===== src/rtl/mem_access_pkg.sv =====
// Shared types and constants for the memory-access stage: FSM states, funct3 access
// encodings and the alignment rule used to route bad accesses to the trap path.
package mem_access_pkg;

    typedef enum logic [1:0] {
        StIdle = 2'd0,
        StReq  = 2'd1,
        StWait = 2'd2
    } state_e;

    localparam logic [2:0] F3_B  = 3'b000;
    localparam logic [2:0] F3_H  = 3'b001;
    localparam logic [2:0] F3_W  = 3'b010;
    localparam logic [2:0] F3_BU = 3'b100;
    localparam logic [2:0] F3_HU = 3'b101;

    // Unsigned sizes exist only for loads; any unlisted encoding takes the trap path.
    function automatic logic misaligned(input logic       is_store,
                                        input logic [2:0] funct3,
                                        input logic [1:0] off);
        logic bad;
        case (funct3)
            F3_B:    bad = 1'b0;
            F3_H:    bad = off[0];
            F3_W:    bad = (off != 2'b00);
            F3_BU:   bad = is_store;
            F3_HU:   bad = is_store | off[0];
            default: bad = 1'b1;
        endcase
        return bad;
    endfunction

endpackage


===== src/rtl/mem_access_align.sv =====
// Combinational lane logic: load byte/half extraction with sign/zero extension, and
// store data replication plus byte-strobe generation.
module mem_access_align
    import mem_access_pkg::*;
#(
    parameter int unsigned XLEN = 32
) (
    input  logic [2:0]      funct3_i,
    input  logic [1:0]      off_i,
    input  logic [XLEN-1:0] store_data_i,
    input  logic [XLEN-1:0] rdata_i,
    output logic [XLEN-1:0] load_val_o,
    output logic [XLEN-1:0] wdata_o,
    output logic [3:0]      wstrb_o
);

    logic [XLEN-1:0] shifted;
    logic [7:0]      lane_b;
    logic [15:0]     lane_h;

    always_comb begin
        shifted = rdata_i >> {off_i, 3'b000};
        lane_b  = shifted[7:0];
        lane_h  = shifted[15:0];
        case (funct3_i)
            F3_B:    load_val_o = {{(XLEN-8){lane_b[7]}}, lane_b};
            F3_H:    load_val_o = {{(XLEN-16){lane_h[15]}}, lane_h};
            F3_W:    load_val_o = rdata_i;
            F3_BU:   load_val_o = {{(XLEN-8){1'b0}}, lane_b};
            F3_HU:   load_val_o = {{(XLEN-16){1'b0}}, lane_h};
            default: load_val_o = '0;
        endcase
    end

    always_comb begin
        case (funct3_i)
            F3_B: begin
                wstrb_o = 4'b0001 << off_i;
                wdata_o = {4{store_data_i[7:0]}};
            end
            F3_H: begin
                wstrb_o = 4'b0011 << off_i;
                wdata_o = {2{store_data_i[15:0]}};
            end
            F3_W: begin
                wstrb_o = 4'b1111;
                wdata_o = store_data_i;
            end
            default: begin
                wstrb_o = 4'b0000;
                wdata_o = '0;
            end
        endcase
    end

endmodule


===== src/rtl/mem_access.sv =====
// Memory-access pipeline stage: issues loads/stores on a valid/ready data bus, stalls
// upstream while a transaction is outstanding and registers results for write-back.
module mem_access
    import mem_access_pkg::*;
#(
    parameter int unsigned XLEN        = 32,
    parameter int unsigned INSTR_WIDTH = 32
) (
    input  logic                   clk_i,
    input  logic                   rst_i,
    input  logic                   E_valid_i,
    input  logic [INSTR_WIDTH-1:0] E_instr_i,
    input  logic                   E_sel_reg_i,
    input  logic [XLEN-1:0]        E_valE_i,
    input  logic [XLEN-1:0]        E_store_data_i,
    input  logic                   E_mem_rd_i,
    input  logic                   E_mem_wr_i,
    input  logic [2:0]             E_funct3_i,
    output logic                   M_ready_o,
    output logic                   dmem_req_valid_o,
    input  logic                   dmem_req_ready_i,
    output logic                   dmem_req_we_o,
    output logic [XLEN-1:0]        dmem_req_addr_o,
    output logic [XLEN-1:0]        dmem_req_wdata_o,
    output logic [3:0]             dmem_req_wstrb_o,
    input  logic                   dmem_rsp_valid_i,
    input  logic [XLEN-1:0]        dmem_rsp_rdata_i,
    output logic                   MD_valid_o,
    output logic [INSTR_WIDTH-1:0] MD_instr_o,
    output logic                   MD_sel_reg_o,
    output logic [XLEN-1:0]        MD_valE_o,
    output logic [XLEN-1:0]        MD_valM_o,
    output logic                   MD_misalign_o
);

    state_e                 state_q, state_d;
    logic [INSTR_WIDTH-1:0] pend_instr_q, pend_instr_d;
    logic                   pend_sel_q, pend_sel_d;
    logic [XLEN-1:0]        pend_addr_q, pend_addr_d;
    logic [XLEN-1:0]        pend_data_q, pend_data_d;
    logic [2:0]             pend_f3_q, pend_f3_d;
    logic                   pend_wr_q, pend_wr_d;

    logic                   md_valid_q, md_valid_d;
    logic [INSTR_WIDTH-1:0] md_instr_q, md_instr_d;
    logic                   md_sel_q, md_sel_d;
    logic [XLEN-1:0]        md_vale_q, md_vale_d;
    logic [XLEN-1:0]        md_valm_q, md_valm_d;
    logic                   md_mis_q, md_mis_d;

    logic [XLEN-1:0]        load_val, wdata;
    logic [3:0]             wstrb;
    logic                   in_req;

    mem_access_align #(
        .XLEN (XLEN)
    ) u_align (
        .funct3_i     (pend_f3_q),
        .off_i        (pend_addr_q[1:0]),
        .store_data_i (pend_data_q),
        .rdata_i      (dmem_rsp_rdata_i),
        .load_val_o   (load_val),
        .wdata_o      (wdata),
        .wstrb_o      (wstrb)
    );

    always_comb begin
        state_d      = state_q;
        pend_instr_d = pend_instr_q;
        pend_sel_d   = pend_sel_q;
        pend_addr_d  = pend_addr_q;
        pend_data_d  = pend_data_q;
        pend_f3_d    = pend_f3_q;
        pend_wr_d    = pend_wr_q;
        md_valid_d   = 1'b0;
        md_instr_d   = md_instr_q;
        md_sel_d     = md_sel_q;
        md_vale_d    = md_vale_q;
        md_valm_d    = md_valm_q;
        md_mis_d     = md_mis_q;

        unique case (state_q)
            StIdle: begin
                if (E_valid_i) begin
                    if ((E_mem_rd_i || E_mem_wr_i) &&
                        !misaligned(E_mem_wr_i, E_funct3_i, E_valE_i[1:0])) begin
                        pend_instr_d = E_instr_i;
                        pend_sel_d   = E_sel_reg_i;
                        pend_addr_d  = E_valE_i;
                        pend_data_d  = E_store_data_i;
                        pend_f3_d    = E_funct3_i;
                        pend_wr_d    = E_mem_wr_i;
                        state_d      = StReq;
                    end else begin
                        // Pass-through and trap path both retire next cycle, no bus access.
                        md_valid_d = 1'b1;
                        md_instr_d = E_instr_i;
                        md_sel_d   = E_sel_reg_i;
                        md_vale_d  = E_valE_i;
                        md_valm_d  = '0;
                        md_mis_d   = E_mem_rd_i || E_mem_wr_i;
                    end
                end
            end
            StReq: begin
                if (dmem_req_ready_i) begin
                    state_d = StWait;
                end
            end
            StWait: begin
                if (dmem_rsp_valid_i) begin
                    md_valid_d = 1'b1;
                    md_instr_d = pend_instr_q;
                    md_sel_d   = pend_sel_q;
                    md_vale_d  = pend_addr_q;
                    md_valm_d  = pend_wr_q ? '0 : load_val;
                    md_mis_d   = 1'b0;
                    state_d    = StIdle;
                end
            end
            default: state_d = StIdle;
        endcase
    end

    always_ff @(posedge clk_i or posedge rst_i) begin
        if (rst_i) begin
            state_q      <= StIdle;
            pend_instr_q <= '0;
            pend_sel_q   <= 1'b0;
            pend_addr_q  <= '0;
            pend_data_q  <= '0;
            pend_f3_q    <= 3'b000;
            pend_wr_q    <= 1'b0;
            md_valid_q   <= 1'b0;
            md_instr_q   <= '0;
            md_sel_q     <= 1'b0;
            md_vale_q    <= '0;
            md_valm_q    <= '0;
            md_mis_q     <= 1'b0;
        end else begin
            state_q      <= state_d;
            pend_instr_q <= pend_instr_d;
            pend_sel_q   <= pend_sel_d;
            pend_addr_q  <= pend_addr_d;
            pend_data_q  <= pend_data_d;
            pend_f3_q    <= pend_f3_d;
            pend_wr_q    <= pend_wr_d;
            md_valid_q   <= md_valid_d;
            md_instr_q   <= md_instr_d;
            md_sel_q     <= md_sel_d;
            md_vale_q    <= md_vale_d;
            md_valm_q    <= md_valm_d;
            md_mis_q     <= md_mis_d;
        end
    end

    // Bus fields are driven only while requesting so idle/wait cycles show zeros.
    assign in_req           = (state_q == StReq);
    assign M_ready_o        = (state_q == StIdle);
    assign dmem_req_valid_o = in_req;
    assign dmem_req_we_o    = in_req & pend_wr_q;
    assign dmem_req_addr_o  = in_req ? {pend_addr_q[XLEN-1:2], 2'b00} : '0;
    assign dmem_req_wdata_o = (in_req && pend_wr_q) ? wdata : '0;
    assign dmem_req_wstrb_o = (in_req && pend_wr_q) ? wstrb : 4'b0000;

    assign MD_valid_o    = md_valid_q;
    assign MD_instr_o    = md_instr_q;
    assign MD_sel_reg_o  = md_sel_q;
    assign MD_valE_o     = md_vale_q;
    assign MD_valM_o     = md_valm_q;
    assign MD_misalign_o = md_mis_q;

endmodule


===== config.mk =====
export PLATFORM = sky130hd
export DESIGN_NAME = mem_access
export DESIGN_NICKNAME = d
export VERILOG_FILES = /design/src/rtl/mem_access_pkg.sv /design/src/rtl/mem_access_align.sv /design/src/rtl/mem_access.sv
export SDC_FILE = /design/constraint.sdc
export NUM_CORES = 1
export LEC_CHECK = 0
export BUFFER_PORTS_ARGS = -buffer_cell sky130_fd_sc_hd__buf_2
export CORE_UTILIZATION = 41
export CTS_CLUSTER_DIAMETER = 50
export DETAILED_ROUTE_END_ITERATION = 12
export PLACE_DENSITY = 0.66
export SYNTH_ARGS = -nofsm -noshare
export SYNTH_HDL_FRONTEND = slang
export SYNTH_HIERARCHICAL = 1
export SYNTH_SLANG_ARGS = --single-unit

===== constraint.sdc =====
create_clock -name clk_i -period 7.48 [get_ports clk_i]
set_input_delay 1.496 -clock clk_i [delete_from_list [all_inputs] [get_ports clk_i]]
set_output_delay 1.496 -clock clk_i [all_outputs]
set_load 0.1 [all_outputs]

==> flow_summary.toml <==
[setup_path]
crit_arrival_ns = 3.32
reg2reg_depth = 4
start_kind = "register"
critPathKind = "reg2out"
cp-end-kind = "primary output"
required_ns = 5.98
cp_max_fo = 19

[finish]
fin_util_pct = 52.5
layout-drive-gt1-share_pct = 37.0
layout_common_cells = "306 x buf_2, 251 x nand2_1, 202 x dfrtp_1"
layout_commonest_cell = "buf_2"
fill_cells = 2261
syn_to_final_growth_pct = 24.5
design_area_mm2 = 0.0129
num-nets-final = 1402
final_cells = 1612

[synthesis]
async_reset_ff_share_pct = 100
yosysWarnings = 6
synth.distinct_cells = 40
synth-seq-area-share_pct = 48.7
avgSynthCellArea_um2 = 10.5
yosysTopAreaCell = "dfrtp_1"
netlist_area_mm2 = 0.0104
netlist_instances = 989
synth_ff_type = "dfrtp_1"
synth_edf_count = 0
synth.ff_latch_count = 202
synthTopCellsByArea = "dfrtp_1 49%, mux2_2 9.5%, nand2_1 9.1%"
synth_top_area_share_pct = 48.7

[sta]
final_max_slew_viol_count = 0
fin_tns_setup_ns = 0
worst_slew_pin_slew_ns = 1.07
hold_viol = 0
slew_headroom_pct = 28.5
min_period_over_period_pct = 64.4
max_freq_mhz = 207
fin_crit_ns = 4.82
rsz0062_at_grt = "no"
skew_ns = 0.0200
worst_hold_slack_ns = 0.489
finalSetupViolations = 0

[detailed_routing]
vias = 8191
avgRoutedWirePerCell_um = 17.6
drcViolationCount = 0
routed_wl_mm = 28.3
dr.pass1.iters = 4
ant_nets = 0
routed_via_density = 5.08
drt-initial-drc-count = 483

[global_route]
grt_pass1_vias = 8261
grt_overflow = 0
grt_use_total_pct = 21.5
grt_max_degree = 129
antenna_found_initial = 8
grt_pass1_wl_mm = 44.6

[power]
ir_drop_mv = 0.383
total_leakage_power_nw = 6.79
p_per_area_mw_per_mm2 = 442

[die]
start_util_pct = 42.2
die-area_mm2 = 0.0260
rows = 57
die_w_um = 161
core_area_mm2 = 0.0246
num_io_pins = 309
die_y_um = 161

[cts]
cts_tree = "yes"
clock_latency_ns = 0.54
post-cts-setup-buffers = 0
cts-htree-levels = 1
clockBufferDepth = 3
clkSlewWorstSetupHoldPaths_ns = 0.06
cts_buffers = 28
cts_sinks = 202
postCtsHoldBufs = 0
clockRootBuffer = "clkbuf_16"
post_cts_resized = 0

[placed_design]
gp_congestion = 0.866
dp_cells = 1557
dpl_cell_area_mm2 = 0.0120
dp_hpwl_mm = 19.0
io_buffers = 306

[run_status]
status = "finished clean"

[hold_path]
hold_class = "reg2reg"
whs_path_depth = 1

[job]
drv_cap = 0
-- area by class of cell --
cell class                 instances  area (µm²)  area share, %
sequential                       202        5050           39.1
timing repair buffer             315        1600           12.4
clock buffer                      39         832           6.44
clock inverter                    13         131           1.02
inverter                          36         143           1.10
tap                              324         405           3.14
antenna                            3        7.51         0.0581
multi-input combinational        680        4750           36.8
-- cells in the mapped netlist, drive strengths merged, types with 19 or more instances --
cell type and count:
and2 40, inv 36, a21oi 25, mux2 163, clkbuf 30, a22o 19, nand2 251, a21o 19
nor2 23, mux2i 51, buf 42, dfrtp 202, and3 37
-- power breakdown --
| group | internal, mW | total (mW) | switching [mW] |
|---|---|---|---|
| Sequential | 1.45 | 1.74 | 0.288 |
| Clock | 0.819 | 1.34 | 0.526 |
| Combinational | 0.650 | 2.64 | 1.99 |
| Total | 2.92 | 5.72 | 2.80 |
-- flip-flops by register name, indices dropped and copies added (netlist names) --
| name | cells |
|---|---|
| MD_misalign_o | 1 |
| MD_instr_o | 32 |
| MD_sel_reg_o | 1 |
| pend_f3_q | 3 |
| pend_wr_q | 1 |
| MD_valM_o | 32 |
| state_q | 2 |
| pend_instr_q | 32 |
| pend_sel_q | 1 |
| pend_data_q | 32 |
| MD_valid_o | 1 |
| MD_valE_o | 32 |
| pend_addr_q | 32 |
-- critical path, cell delays in order (launching register included) --
cell and delay (ns):
dfrtp_1 0.88, nor2b_1 0.83, a21oi_1 0.16, o21a_1 0.20, nor2_1 0.07, and3_1 0.19
buf_2 0.44
-- worst paths after layout --
path                                        from                   to  slack, ns
worst max-delay path              pend_addr_q[0]  dmem_req_wstrb_o[2]       2.66
max in group asynchronous                  rst_i        MD_misalign_o       4.77
min in group asynchronous                  rst_i        MD_instr_o[8]       1.14
worst max register to register        state_q[1]      pend_instr_q[1]       4.58
worst min-delay path            pend_instr_q[29]     pend_instr_q[29]       0.49
worst min register to register  pend_instr_q[29]     pend_instr_q[29]       0.49
-- per-stage QoR --
stage	setup slack, ns	power, mW
finish	2.66	5.72
global route	2.39	5.97
CTS	2.65	5.76
detailed placement	3.24	4.39
global placement	3.24	4.36
floorplan	0.473	3.92
-- kinds of logic after synthesis --
logic type,after synthesis,share of synthesized area [%]
mux,216,23.0
buf+inv,108,5.88
other cells,1,0.0361
compound gates,86,5.94
simple gates,376,16.4
flops,202,48.7
-- layer usage --
| metal | GRT usage, % | wire, µm | vias to the layer above |
|---|---|---|---|
| met3 | 6.88 | 2280 | 74 |
| met1 | 27.4 | 11900 | 3952 |
| met4 | 7.76 | 997 | 12 |
| met5 | 0 | 79 | - |
| met2 | 34.2 | 13100 | 273 |
| li1 | - | - | 3880 |
Note: power is estimated with default switching activity, not from simulation.
